==> src/rtl/orion_mem_arbiter.sv <==
// Two-requester arbiter sharing one memory port between instruction fetch (I) and load/store (D).
// D has priority; a saturating streak counter hands the port to a waiting I after MAX_D_STREAK D grants.
module orion_mem_arbiter #(
  parameter int ADDRW        = 32,
  parameter int DATAW        = 32,
  parameter int MAX_D_STREAK = 4
) (
  input  logic                 clk,
  input  logic                 rst,
  input  logic [ADDRW-1:0]     i_addr,
  input  logic                 i_valid,
  output logic [DATAW-1:0]     i_rdata,
  output logic                 i_ack,
  input  logic [ADDRW-1:0]     d_addr,
  input  logic                 d_valid,
  input  logic [DATAW-1:0]     d_wdata,
  input  logic [DATAW/8-1:0]   d_mask,
  input  logic                 d_we,
  output logic [DATAW-1:0]     d_rdata,
  output logic                 d_ack,
  output logic [ADDRW-1:0]     m_addr,
  output logic                 m_valid,
  output logic [DATAW-1:0]     m_wdata,
  output logic [DATAW/8-1:0]   m_mask,
  output logic                 m_we,
  input  logic [DATAW-1:0]     m_rdata,
  input  logic                 m_ack,
  output logic                 busy
);

  localparam int MASKW = DATAW / 8;
  localparam int SW    = $clog2(MAX_D_STREAK + 1);

  typedef enum logic [1:0] {IDLE, GNT_I, GNT_D} state_t;

  state_t          r_state;
  state_t          w_next_state;
  logic [SW-1:0]   r_streak;
  logic            w_arb;
  logic            w_cand_i;
  logic            w_cand_d;
  logic            w_streak_full;
  logic            w_pick_i;
  logic            w_pick_d;

  // A port being acked this cycle still shows its old valid, so it is not a candidate.
  assign w_arb         = (r_state == IDLE) | m_ack;
  assign w_cand_i      = i_valid & (r_state != GNT_I);
  assign w_cand_d      = d_valid & (r_state != GNT_D);
  assign w_streak_full = (r_streak == SW'(MAX_D_STREAK));
  assign w_pick_i      = w_arb & w_cand_i & (~w_cand_d | w_streak_full);
  assign w_pick_d      = w_arb & w_cand_d & ~w_pick_i;

  // NOTE: sequential state uses non-blocking assignments so every flop samples pre-edge values.
  always_ff @(posedge clk or posedge rst) begin
    if (rst) r_state <= IDLE;
    else     r_state <= w_next_state;
  end

  // NOTE: default assignment first so no path leaves the output unassigned (no latch).
  always_comb begin
    w_next_state = r_state;
    if (w_arb) begin
      if (w_pick_d)      w_next_state = GNT_D;
      else if (w_pick_i) w_next_state = GNT_I;
      else               w_next_state = IDLE;
    end
  end

  always_comb begin
    i_ack   = m_ack & (r_state == GNT_I);
    d_ack   = m_ack & (r_state == GNT_D);
    i_rdata = m_rdata;
    d_rdata = m_rdata;
    busy    = (r_state != IDLE);
  end

  // Memory request registers only load at an arbitration point, so requester changes mid-grant are ignored.
  always_ff @(posedge clk or posedge rst) begin
    if (rst) begin
      m_valid <= 1'b0;
      m_addr  <= '0;
      m_wdata <= '0;
      m_mask  <= '0;
      m_we    <= 1'b0;
    end else if (w_arb) begin
      if (w_pick_d) begin
        m_valid <= 1'b1;
        m_addr  <= d_addr;
        m_wdata <= d_wdata;
        m_mask  <= d_mask;
        m_we    <= d_we;
      end else if (w_pick_i) begin
        m_valid <= 1'b1;
        m_addr  <= i_addr;
        m_wdata <= '0;
        m_mask  <= {MASKW{1'b1}};
        m_we    <= 1'b0;
      end else begin
        m_valid <= 1'b0;
      end
    end
  end

  always_ff @(posedge clk or posedge rst) begin
    if (rst) begin
      r_streak <= '0;
    end else if (w_pick_d) begin
      if (!i_valid)           r_streak <= '0;
      else if (!w_streak_full) r_streak <= r_streak + SW'(1);
    end else if (w_pick_i) begin
      r_streak <= '0;
    end
  end

endmodule

==> config.mk <==
export PLATFORM = sky130hd
export DESIGN_NAME = orion_mem_arbiter
export DESIGN_NICKNAME = d
export VERILOG_FILES = /design/src/rtl/orion_mem_arbiter.sv
export SDC_FILE = /design/constraint.sdc
export NUM_CORES = 1
export LEC_CHECK = 0
export CAP_MARGIN = 10
export CORE_AREA = 2 2 105 107
export DETAILED_ROUTE_END_ITERATION = 16
export DIE_AREA = 0 0 107 109
export HOLD_SLACK_MARGIN = 0.08
export PLACE_DENSITY = 0.88
export REMOVE_ABC_BUFFERS = 1
export SLEW_MARGIN = 20
export SYNTH_ARGS = -nofsm -noshare
export SYNTH_HDL_FRONTEND = slang
export SYNTH_SLANG_ARGS = --single-unit
==> constraint.sdc <==
create_clock -name clk -period 3.3 [get_ports clk]
set_input_delay 0.33 -clock clk [delete_from_list [all_inputs] [get_ports clk]]
set_output_delay 0.33 -clock clk [all_outputs]
set_load 0.005 [all_outputs]
# Word level (Yosys, flattened, before mapping)
# Cells that the tools add are included.
[op_classes]
add_sub_neg = 1
eq_ne = 6
mux = 16
bitwise_logic = 12
n_reduce_logical = 5
[op_table]
columns = ["operator", "n"]
rows = [
  ["32-bit two-way mux", 4],
  ["3-bit two-way mux", 4],
  ["1-bit bitwise AND", 8],
  ["4-bit two-way mux", 2],
  ["1-bit two-way mux", 5],
  ["2-bit AND reduction", 2],
  ["2-bit nonzero test", 2],
  ["3-bit by 1-bit adder with 3-bit output (second input constant)", 1],
  ["3-bit == test (second input constant)", 1],
  ["3-bit != test (second input constant)", 1],
  ["2-bit by 1-bit == test with 1-bit output (second input constant)", 1],
  ["2-bit == test (second input constant)", 1],
  ["2-bit logical NOT", 1],
  ["2-bit two-way mux", 1],
  ["2-bit by 1-bit != test with 1-bit output (second input constant)", 1],
  ["2-bit != test (second input constant)", 1],
  ["1-bit NOT", 2],
  ["1-bit OR", 2],
]
[totals]
regBits = 75
in_bits = 138
output_inout_bits = 137
elab_cells = 47

# Logic depth before layout (Yosys ltp)
[logic_depth]
ltp_word = 9
depth_mapped = 7
mapped_depth_nobuf = 6

# Least setup slack after synthesis
# OpenSTA, ideal clock, no wires.
[synth_path]
path_kind = "flip-flop to flip-flop"
startpoint = "reg r_streak[0]"
endpoint = "reg m_addr[0]"
setup_ns = 0.074
arrival_time_ns = 1.844
required_ns = 3.226
path_slack_ns = 1.382
path_stages_with_launch = 8
n_path_buf = 1
synth_period_minus_slack_ns = 1.918
path_cell_list = "dfrtp_1 inv_1 ha_1 and4b_1 a2111oi_4 buf_6 a22oi_2 o21ai_2"
[synth_between]
elab_chain_cells = 7
word_cells_on_any_way = 8
cone_classes = "eq/ne: 1; mux: 1; bitwise: 4; reduce/logical: 2"
[synth_lines]
columns = ["element", "line", "text"]
rows = [
  ["start, declared", "38", "logic [SW-1:0] r_streak;"],
  ["start signal, assigned", "110", "else if (!w_streak_full) r_streak <= r_streak + SW'(1);"],
  ["3-bit == test *", "50", "assign w_streak_full = (r_streak == SW'(MAX_D_STREAK));"],
  ["1-bit OR *", "51", "assign w_pick_i = w_arb & w_cand_i & (~w_cand_d | w_streak_full);"],
  ["1-bit bitwise AND *", "51", ""],
  ["1-bit NOT", "52", "assign w_pick_d = w_arb & w_cand_d & ~w_pick_i;"],
  ["1-bit bitwise AND", "52", ""],
  ["2-bit nonzero test (no line)", "-", ""],
  ["2-bit AND reduction (no line)", "-", ""],
  ["end signal, assigned", "89", "m_addr <= d_addr;"],
  ["end signal, assigned", "95", "m_addr <= i_addr;"],
  ["end, declared", "21", "output logic [ADDRW-1:0] m_addr,"],
]
# Every way passes the cells marked *; elsewhere a longest branch is shown, timed or not.
# A chain may end at the register's enable or synchronous reset.

# Worst setup path after layout
[layout_path]
startpoint = "reg r_streak[0]"
endpoint = "reg m_addr[15]"
# Same word-level chain as after synthesis.

==> results.json <==
{
  "fill_cells": 918,
  "worst_slack_ps": 1040,
  "vias_per_cell": 5.21,
  "grt_pass1_vias": 3178,
  "rsz0062_at_grt": "no",
  "tritoncts": "done",
  "wl_um": 13900,
  "cts.reportedPaths.clkPinSlew_ps": 80,
  "cts_buffers": 9,
  "drtIter0Drc": 210,
  "reg2reg_setup_slack_ps": 1040,
  "crit_start": "r_streak[0]",
  "worstMarginPinSlew_ps": 599,
  "cap_violations": 0,
  "end_kind": "flip-flop",
  "max_slew_margin_pct": 60.1,
  "die_w_um": 107,
  "worstPathBufferInverterCount": 2,
  "critPathCapture": "m_addr[15]",
  "post-cts-setup-buffers": 0,
  "drtAntennaViolNets": 0,
  "wl_per_cell_um": 23.4,
  "crit_type": "flip-flop to flip-flop",
  "reg2reg_to": "m_addr[15]",
  "core-area_um2": 10600,
  "ir_drop_v": 0.000440,
  "worst-path-stages": 7,
  "layout_common_cells": "178 x clkdlybuf4s50_1, 75 x dfrtp_1, 44 x inv_1",
  "fin_util_pct": 52.4,
  "drive_gt1_share_pct": 18.6,
  "preCtsSetupSlack_ps": 882,
  "layout_worst_path_cycle_share_pct": 68.4,
  "yosys_warnings": 0,
  "route.vias.total": 3106,
  "portBuffers": 178,
  "synth-seq-cells": 75,
  "mostFrequentLayoutCell": "clkdlybuf4s50_1",
  "grt_antenna_before_repair": 0,
  "ctsRootBufferMaster": "clkbuf_8",
  "crit_chain": "inv_1 -> ha_1 -> a21boi_1 -> and2b_1 -> o32a_2 -> buf_4 -> o21ai_2",
  "ys_seq_area_share_pct": 47.7,
  "num_rows": 38,
  "cts.sinks": 75,
  "avgSynthCellArea_um2": 11.6,
  "clock_path_buffers": 2,
  "syn_inst": 340,
  "grt_pass1_wl_um": 19800,
  "dpl.hpwl_um": 11100,
  "crit_family": "compound AO/OA/AOI/OAI gates",
  "arrival_ps": 2470,
  "grt.overflow.total": 0,
  "synth_area_leaders": "dfrtp_1 48%, buf_4 12%, a22oi_2 9.5%",
  "p_per_area_nw_per_um2": 871,
  "required_ps": 3520,
  "slowest_stage": "o32a_2",
  "grt_util_all_layers_pct": 23.9,
  "postCtsHoldBufs": 0,
  "async_flop_share_pct": 100,
  "period_needed_ps": 2260,
  "yosysTopAreaCellShare_pct": 47.7,
  "synth_area_um2": 3930,
  "synth_edf_count": 0,
  "die_y_um": 109,
  "clk_latency_ps": 330,
  "hold_viol_final": 0,
  "start_util_pct": 37.1,
  "status": "completed",
  "ioPinCount": 275,
  "setup_viol": 0,
  "slew_viol_final": 0,
  "whs_ps": 362,
  "synth_ff_type": "dfrtp_1",
  "hp-class": "input pin to async pin",
  "synth_top_area_cell": "dfrtp_1",
  "area_delta_synth_final_pct": 41.4,
  "n_antenna_cell": 0,
  "start_kind": "flip-flop",
  "timing.rr.start": "r_streak[0]",
  "drc_errors": 0,
  "gp_congestion": 0.835,
  "slowest_delay_ps": 550,
  "finalClockSkew_ps": 8.35,
  "ff_latch_area_um2": 1880,
  "die_area_um2": 11700,
  "multi_input_area_um2": 1260,
  "p_leak_nw": 2.42,
  "fmax_mhz": 443,
  "cp_max_fo": 21,
  "nets": 593,
  "cts_resized": 0,
  "h-tree-depth": 3,
  "dr.pass1.iters": 4,
  "synth.distinct_cells": 33,
  "tns_ps": 0,
  "reg2reg_depth": 7,
  "grt_max_degree": 71
}
sequential cells by signal (all words and copies together), names as in the netlist:
signal    cells
m_wdata      32
m_valid       1
m_mask        4
m_addr       32
r_state       2
r_streak      3
m_we          1
worst min-delay path by stage:
stage / from / endpoint / slack [ps]
after floorplan: m_ack / r_state[0] / 430
after detailed placement: m_wdata[26] / m_wdata[26] / 480
final: rst / m_wdata[19] / 360
after CTS: rst / m_wdata[21] / 370
after global routing: rst / r_state[1] / 390
after global placement: m_wdata[16] / m_wdata[16] / 480
layout make-up:
type                       instances  area share, %
clock inverter                     5           1.87
timing repair buffer             185           33.2
tap                              140           3.15
sequential                        75           33.8
multi-input combinational        137           22.7
clock buffer                       9           2.23
inverter                          45           3.06
cells in the mapped netlist (2+ instances only):
cell and n:
a21oi_1 3, a22o_1 34, a22oi_1 6, a22oi_2 30, and3_1 3, buf_2 3
buf_4 65, buf_6 11, clkbuf_1 4, dfrtp_1 75, ha_1 2, inv_1 45
nand2_1 6, nand3b_1 2, nor2_1 2, o21ai_1 2, o21ai_2 30, or2_1 2
cells by family (layout without fill, tap and decap cells):
| family | after synthesis | after routing | share of synthesized area, % |
|---|---|---|---|
| compound gates | 114 | 114 | 28.0 |
| fa+ha+maj | 2 | 2 | 0.636 |
| simple gates | 21 | 21 | 3.05 |
| buf+inv | 128 | 244 | 20.6 |
| flops | 75 | 75 | 47.7 |
report_power, final:
part	leakage, nW	switching (mW)	internal (mW)
combinational	1.38	0.948	1.38
sequential	0.931	0.319	1.38
clock	0.115	0.327	0.494
per-stage QoR:
step,std cells,power (mW),instance area (um^2)
2_1_floorplan,257,2.70,3290
5_1_grt,596,5.14,5560
3_5_place_dp,582,4.04,5330
4_1_cts,596,4.90,5560
3_3_place_gp,582,3.97,5330
6_report,596,4.85,5560
worst register-to-register path: stages, from the launching register on:
cell and delay (ps):
dfrtp_1 380, inv_1 80, ha_1 260, a21boi_1 280, and2b_1 190, o32a_2 550
buf_4 330, o21ai_2 70
metal layers:
layer  GRT usage [%]  share of wire (%)
met5            5.36               0.57
met1            24.5                 35
met4            7.61                2.1
met3            19.5                 19
met2            36.5                 44
(Power assumes the default switching activity.)
